==> config.mk <==
export PLATFORM = sky130hd
export DESIGN_NAME = uart_rx_frame
export DESIGN_NICKNAME = d
export VERILOG_FILES = /design/src/rtl/uart_rx_frame.sv
export SDC_FILE = /design/constraint.sdc
export NUM_CORES = 1
export LEC_CHECK = 0
export CAP_MARGIN = 20
export CORE_MARGIN = 2
export CORE_UTILIZATION = 56
export CTS_CLUSTER_DIAMETER = 80
export DETAILED_ROUTE_END_ITERATION = 12
export DONT_BUFFER_PORTS = 1
export PLACE_DENSITY = 0.78
export SYNTH_ARGS = -nofsm -noshare
export SYNTH_HDL_FRONTEND = slang
export SYNTH_SLANG_ARGS = --single-unit
==> constraint.sdc <==
create_clock -name sysclk -period 1.64 [get_ports sysclk]
set_clock_uncertainty 0.1 [all_clocks]
set_input_delay 0.328 -clock sysclk [delete_from_list [all_inputs] [get_ports sysclk]]
set_output_delay 0.328 -clock sysclk [all_outputs]
set_load 0.01 [all_outputs]
==> src/rtl/uart_rx_frame.sv <==
// uart_rx_frame: oversampling UART receiver with majority-vote bit decisions,
// false-start rejection, runtime parity, framing checks and a one-entry
// output buffer.
//
// Output handshake (valid/ready): the buffer holds one frame, made up of
// rx_data, parity_err and frame_err, and raises rx_valid while it holds it.
// The frame transfers on every cycle where rx_valid & rx_ready. While rx_valid
// is high and rx_ready is low, the payload does not change. A frame that
// completes while the buffer is still held is dropped, and overrun pulses for
// exactly one cycle.
module uart_rx_frame #(
  parameter int DATA_BITS  = 8,
  parameter int STOP_BITS  = 1,
  parameter int OVERSAMPLE = 16,
  parameter int PSCALER    = 1
) (
  input  logic                 sysclk,
  input  logic                 reset,
  input  logic                 rx_i,
  input  logic                 parity_en,
  input  logic                 parity_odd,
  input  logic                 rx_ready,
  output logic                 rx_valid,
  output logic [DATA_BITS-1:0] rx_data,
  output logic                 parity_err,
  output logic                 frame_err,
  output logic                 overrun,
  output logic                 rx_busy,
  output logic [2:0]           state_dbg
);

  typedef enum logic [2:0] {
    IDLE   = 3'd0,
    START  = 3'd1,
    DATA   = 3'd2,
    PARITY = 3'd3,
    STOP   = 3'd4
  } state_t;

  localparam int PW = (PSCALER > 1) ? $clog2(PSCALER) : 1;
  localparam int CW = $clog2(OVERSAMPLE);
  localparam int BW = 4;

  localparam logic [PW-1:0] P_LAST  = PW'(PSCALER - 1);
  localparam logic [CW-1:0] S_LO    = CW'(OVERSAMPLE / 2 - 1);
  localparam logic [CW-1:0] S_MID   = CW'(OVERSAMPLE / 2);
  localparam logic [CW-1:0] S_HI    = CW'(OVERSAMPLE / 2 + 1);
  localparam logic [CW-1:0] C_LAST  = CW'(OVERSAMPLE - 1);
  localparam logic [BW-1:0] D_LAST  = BW'(DATA_BITS - 1);
  localparam logic [BW-1:0] ST_LAST = BW'(STOP_BITS - 1);

  // Synchroniser and prescaler
  logic          sync1, sync2;
  logic          rx_s;
  logic [PW-1:0] pcnt;
  logic          tick;

  // Receive FSM and bit-level datapath
  state_t                 state_q, state_d;
  logic [CW-1:0]          cnt_q;
  logic [BW-1:0]          bcnt_q;
  logic                   smp_lo, smp_mid;
  logic [DATA_BITS-1:0]   shreg;
  logic                   pen_q, podd_q;
  logic                   perr_q, ferr_q;
  logic                   armed_q;

  // Combinational decode
  logic at_dec, at_wrap, maj, start_det, done;

  assign rx_s      = sync2;
  assign tick      = (pcnt == P_LAST);
  assign rx_busy   = (state_q != IDLE);
  assign state_dbg = state_q;

  // Two-flop synchroniser; resets to the idle (high) line level.
  always_ff @(posedge sysclk) begin
    if (reset) begin
      sync1 <= 1'b1;
      sync2 <= 1'b1;
    end else begin
      sync1 <= rx_i;
      sync2 <= sync1;
    end
  end

  // Free-running prescaler producing one oversample tick every PSCALER clocks.
  always_ff @(posedge sysclk) begin
    if (reset) begin
      pcnt <= '0;
    end else if (pcnt == P_LAST) begin
      pcnt <= '0;
    end else begin
      pcnt <= pcnt + PW'(1);
    end
  end

  // FSM state register.
  always_ff @(posedge sysclk) begin
    if (reset) begin
      state_q <= IDLE;
    end else begin
      state_q <= state_d;
    end
  end

  // Next-state logic, majority vote and completion strobe.
  always_comb begin
    maj       = (smp_lo & smp_mid) | (smp_lo & rx_s) | (smp_mid & rx_s);
    at_dec    = tick && (cnt_q == S_HI);
    at_wrap   = tick && (cnt_q == C_LAST);
    start_det = tick && !rx_s && armed_q;
    done      = 1'b0;
    state_d   = state_q;
    case (state_q)
      IDLE: begin
        if (start_det) state_d = START;
      end
      START: begin
        // A start bit that votes high was a glitch: drop back to IDLE.
        if (at_dec && maj) state_d = IDLE;
        else if (at_wrap)  state_d = DATA;
      end
      DATA: begin
        if (at_wrap && (bcnt_q == D_LAST)) state_d = pen_q ? PARITY : STOP;
      end
      PARITY: begin
        if (at_wrap) state_d = STOP;
      end
      STOP: begin
        // Finish at the mid-bit decision so the next start edge is not missed.
        if (at_dec && (bcnt_q == ST_LAST)) begin
          state_d = IDLE;
          done    = 1'b1;
        end
      end
      default: state_d = IDLE;
    endcase
  end

  // Sample counter, bit counter, sample capture, shift register and flags.
  always_ff @(posedge sysclk) begin
    if (reset) begin
      cnt_q   <= '0;
      bcnt_q  <= '0;
      smp_lo  <= 1'b0;
      smp_mid <= 1'b0;
      shreg   <= '0;
      pen_q   <= 1'b0;
      podd_q  <= 1'b0;
      perr_q  <= 1'b0;
      ferr_q  <= 1'b0;
      armed_q <= 1'b0;
    end else if (state_q == IDLE) begin
      cnt_q  <= '0;
      bcnt_q <= '0;
      // A start is only accepted after the line has been seen high, so a
      // held break does not re-trigger frames back to back.
      if (tick && rx_s) begin
        armed_q <= 1'b1;
      end else if (start_det) begin
        armed_q <= 1'b0;
        pen_q   <= parity_en;
        podd_q  <= parity_odd;
        perr_q  <= 1'b0;
        ferr_q  <= 1'b0;
      end
    end else if (tick) begin
      cnt_q <= at_wrap ? '0 : cnt_q + CW'(1);
      if (cnt_q == S_LO)  smp_lo  <= rx_s;
      if (cnt_q == S_MID) smp_mid <= rx_s;
      if (at_dec) begin
        if (state_q == DATA) begin
          shreg <= {maj, shreg[DATA_BITS-1:1]};
        end else if (state_q == PARITY) begin
          perr_q <= (^shreg) ^ maj ^ podd_q;
        end else if ((state_q == STOP) && !maj) begin
          ferr_q <= 1'b1;
        end
      end
      if (at_wrap && (state_q == DATA)) begin
        bcnt_q <= (bcnt_q == D_LAST) ? '0 : bcnt_q + BW'(1);
      end else if (at_wrap && (state_q == STOP)) begin
        bcnt_q <= bcnt_q + BW'(1);
      end
    end
  end

  // One-entry output buffer: load on completion, clear on consume, flag drops.
  always_ff @(posedge sysclk) begin
    if (reset) begin
      rx_valid   <= 1'b0;
      rx_data    <= '0;
      parity_err <= 1'b0;
      frame_err  <= 1'b0;
      overrun    <= 1'b0;
    end else begin
      overrun <= 1'b0;
      if (done) begin
        if (!rx_valid || rx_ready) begin
          rx_valid   <= 1'b1;
          rx_data    <= shreg;
          parity_err <= perr_q;
          frame_err  <= ferr_q | ~maj;
        end else begin
          overrun <= 1'b1;
        end
      end else if (rx_valid && rx_ready) begin
        rx_valid <= 1'b0;
      end
    end
  end

endmodule

==> run summary <==
========================================================================================
Hold/Removal Path Class                                                           in2reg
CTS sink cnt                                                                          41
Worst-Margin Slew                                                                 945 ps
Launch point of the worst path                                                  cnt_q[1]
Most area-hungry cell type in the Yosys netlist                                  dfxtp_1
Main flop type after synthesis                                                   dfxtp_1
Worst EP required                                                                1770 ps
Unrepaired setup endpoints after global routing                                     true
Clock latency on the worst-skew pair                                              380 ps
Failing checks                                                              hold timing, setup timing
Register-to-Register Path Depth                                                        7
Number of flops mapped to enable cells by yosys                                        0
Placeable Area                                                              0.00339 sq mm
Leading cell types in the layout, fill and taps excluded                    buf_4, dfxtp_1, nor2_1
Number of nets in the synthesized netlist                                            218
Highest clock frequency the design can meet                                      563 MHz
DRC errors left                                                                        0
Worst endpoint data arrival time                                                 1900 ps
Leakage                                                                          1.15 nW
Total power consumption of the routed design                                     1.92 mW
Largest stage delay on the critical path                                          390 ps
Sw Ratio                                                                           0.215
Worst path setup slack after routing                                             -136 ps
Int Pwr                                                                          1.51 mW
Post-synthesis cell area                                                    0.00200 sq mm
Clock-pin slew of the registers on the worst-case setup and hold paths            130 ps
Max-capacitance violation count                                                        0
Hold path startpoint                                                          parity_odd
GRT Residual Overflow                                                                  0
Relative area change from synthesis to final layout                                32.8%
Share of Yosys cell area claimed by the top area cell type                         0.411
Critical Path End Type                                                              flop
Via density per instance                                                            6.02
Part of the power in the clock network                                             0.443
Total half-perimeter wirelength after legalization and detailed placement        2.99 mm
Synth Warn #                                                                           0
CTS H-Tree Depth                                                                       2
Slew margin rel.                                                                   0.368
Site Rows                                                                             21
Total power divided by cell area                                             725 mW/mm^2
Count of boundary I/O pins                                                            22
Final antenna-violating net count                                                      0
Wire length of the first global-routing pass                                     8.40 mm
First drt pass iteration count                                                         4
Sw power                                                                        0.414 mW
Average size of a mapped cell                                                 9.64 sq um
Portion of total power attributed to combinational logic                           0.033
Cell count after synthesis                                                           207
Startpoint Class                                                                    flop
Share of the clock period used by the worst path                                    1.08
Ratio of cells with drive above 1 in the final layout                              0.343
Number of antenna cells inserted                                                       0
Final max-slew violation count                                                         0
Max IR drop VDD                                                               0.000649 V
Quantity of I/O buffers inserted on ports                                              0
Share of total power in sequential cells                                           0.524
Critical path start-end classification                                           reg2reg
Cell breakdown of the critical path                                         inv_4, ha_4, and4bb_4, nand4_4, buf_6, mux2i_1, nor2_1
Final weighted congestion in routability-driven placement                          0.922
Total wire length after detailed routing                                         5.84 mm
Number of global-route vias before repair                                           1763
Fraction of registers with async set or reset after synthesis                          0
Share of the yosys chip area belonging to registers                                0.411
Reg2reg start                                                                   cnt_q[1]
TritonCTS buffer count                                                                 5
Library cells used by synthesis                                                       52
Total of flip-flops plus latches after synthesis                                      41
Final hold slack                                                                -11.7 ps
CTS tree                                                                             yes
Synth top area cells                                                        dfxtp_1, mux2i_1, nor2_1
Max clock buf depth                                                                    2
Run status                                                                  complete, but fails checks
Number of nets at the end of the flow                                                264
Clk root buf                                                                    clkbuf_4
Worst path slowest cell                                                          dfxtp_4
Height of the die                                                           63.7 microns
Number of antenna violations at the first check in global routing                      0
Routed wirelength normalized by instance count                              19.5 microns
Final hold violations                                                                  1
Worst hold path cell count                                                             2
Number of DRC violations after detailed-routing iteration 0                          212
Starting Density                                                                   0.589
Area of the die                                                             0.00406 sq mm
Final setup violation count                                                           17
Total track usage                                                                  0.268
Largest net degree at the start of global routing                                     34
Chip Width                                                                  63.7 microns
Minimum clock period                                                             1780 ps
Max FO, Critical Path                                                                  7
Via count                                                                           1807
Most common cell after layout, fill and taps aside                                 buf_4
========================================================================================
-- worst max-delay path: cells and delay by family, from the launching register on --
family	cells	cell delay, ps
buf+inv	2	250
flops	1	390
mux	1	200
simple gates	3	560
fa+ha+maj	1	110
-- sequential cells by signal (all words and copies together) (netlist names), 3 cells and up --
| signal | cells |
|---|---|
| state_dbg | 3 |
| bcnt_q | 4 |
| cnt_q | 4 |
| rx_data | 8 |
| shreg | 8 |
-- cell usage after synthesis (all sizes together) (2+ instances only) --
cell type / n
dfxtp: 41
a21o: 2
a21oi: 13
o211ai: 3
nand4b: 2
clkbuf: 3
inv: 10
o21ai: 2
nand3: 11
and3: 2
mux2i: 15
xnor2: 5
ha: 5
a311oi: 2
a211o: 2
a211oi: 3
nand2b: 2
nor3b: 6
nor3: 5
xor2: 3
nand2: 16
nor2b: 5
xnor3: 2
buf: 7
or2: 2
nor2: 24
-- layer usage --
layer  track usage  share of wire  vias up
met5             0              0        -
met4         0.117          0.028        0
met3        0.0679          0.080       23
met2         0.474           0.52       99
met1         0.304           0.37      870
li1              -              -      815
-- stage by stage --
stage	instances	setup slack (ps)	cell area [sq um]	TNS (ps)	utilization
after floorplan	207	24.0	2000	0	-
after global placement	268	-1.02	2180	-1.02	0.645
after detailed placement	268	-69.6	2180	-438	0.645
after CTS	289	-34.2	2480	-36.2	0.732
after global routing	300	-190	2650	-2230	0.782
final	300	-136	2650	-947	0.782
-- power groups by stage --
stage	Sequential [mW]	Combinational, mW	Clock (mW)
floorplan	1.03	0.0378	0
global placement	1.03	0.0360	0
detailed placement	1.03	0.0370	0
CTS	1.01	0.0453	0.839
global route	1.01	0.0684	0.882
finish	1.01	0.0638	0.851
-- path summary, 6_finish.rpt --
| check | slack [ps] | end |
|---|---|---|
| max | -140 | rx_data[0] |
| min | -10 | podd_q |
| max reg2reg | -140 | rx_data[0] |
| min reg2reg | 390 | pen_q |
-- final cells by class --
cell class | instances | area [sq um]
multi-input cells | 146 | 1170
flip-flops and latches | 41 | 837
fillers | 202 | 739
repair buffers | 49 | 442
clock inverters | 3 | 68.8
well taps | 46 | 57.6
inverters | 10 | 40.0
clock buffers | 5 | 37.5
-- repair_timing --
item	CTS	global route
endpoints found under the setup margin	17	26
gates resized for setup	22	15
cloned	0	1
pin swaps	9	11
setup buffers	10	10
hold buffers	3	1
endpoints found under the hold margin	28	26
-- cell families after synthesis --
group                      share of synthesized area
DFF                                            0.411
other                                        0.00188
AOI/OAI and AO/OA                              0.120
buffers and inverters                         0.0539
muxes                                         0.0752
adders and majority gates                     0.0370
and+or+nand+nor                                0.243
xor gates and xnor gates                      0.0577
Power figures use the tool's default switching activity.
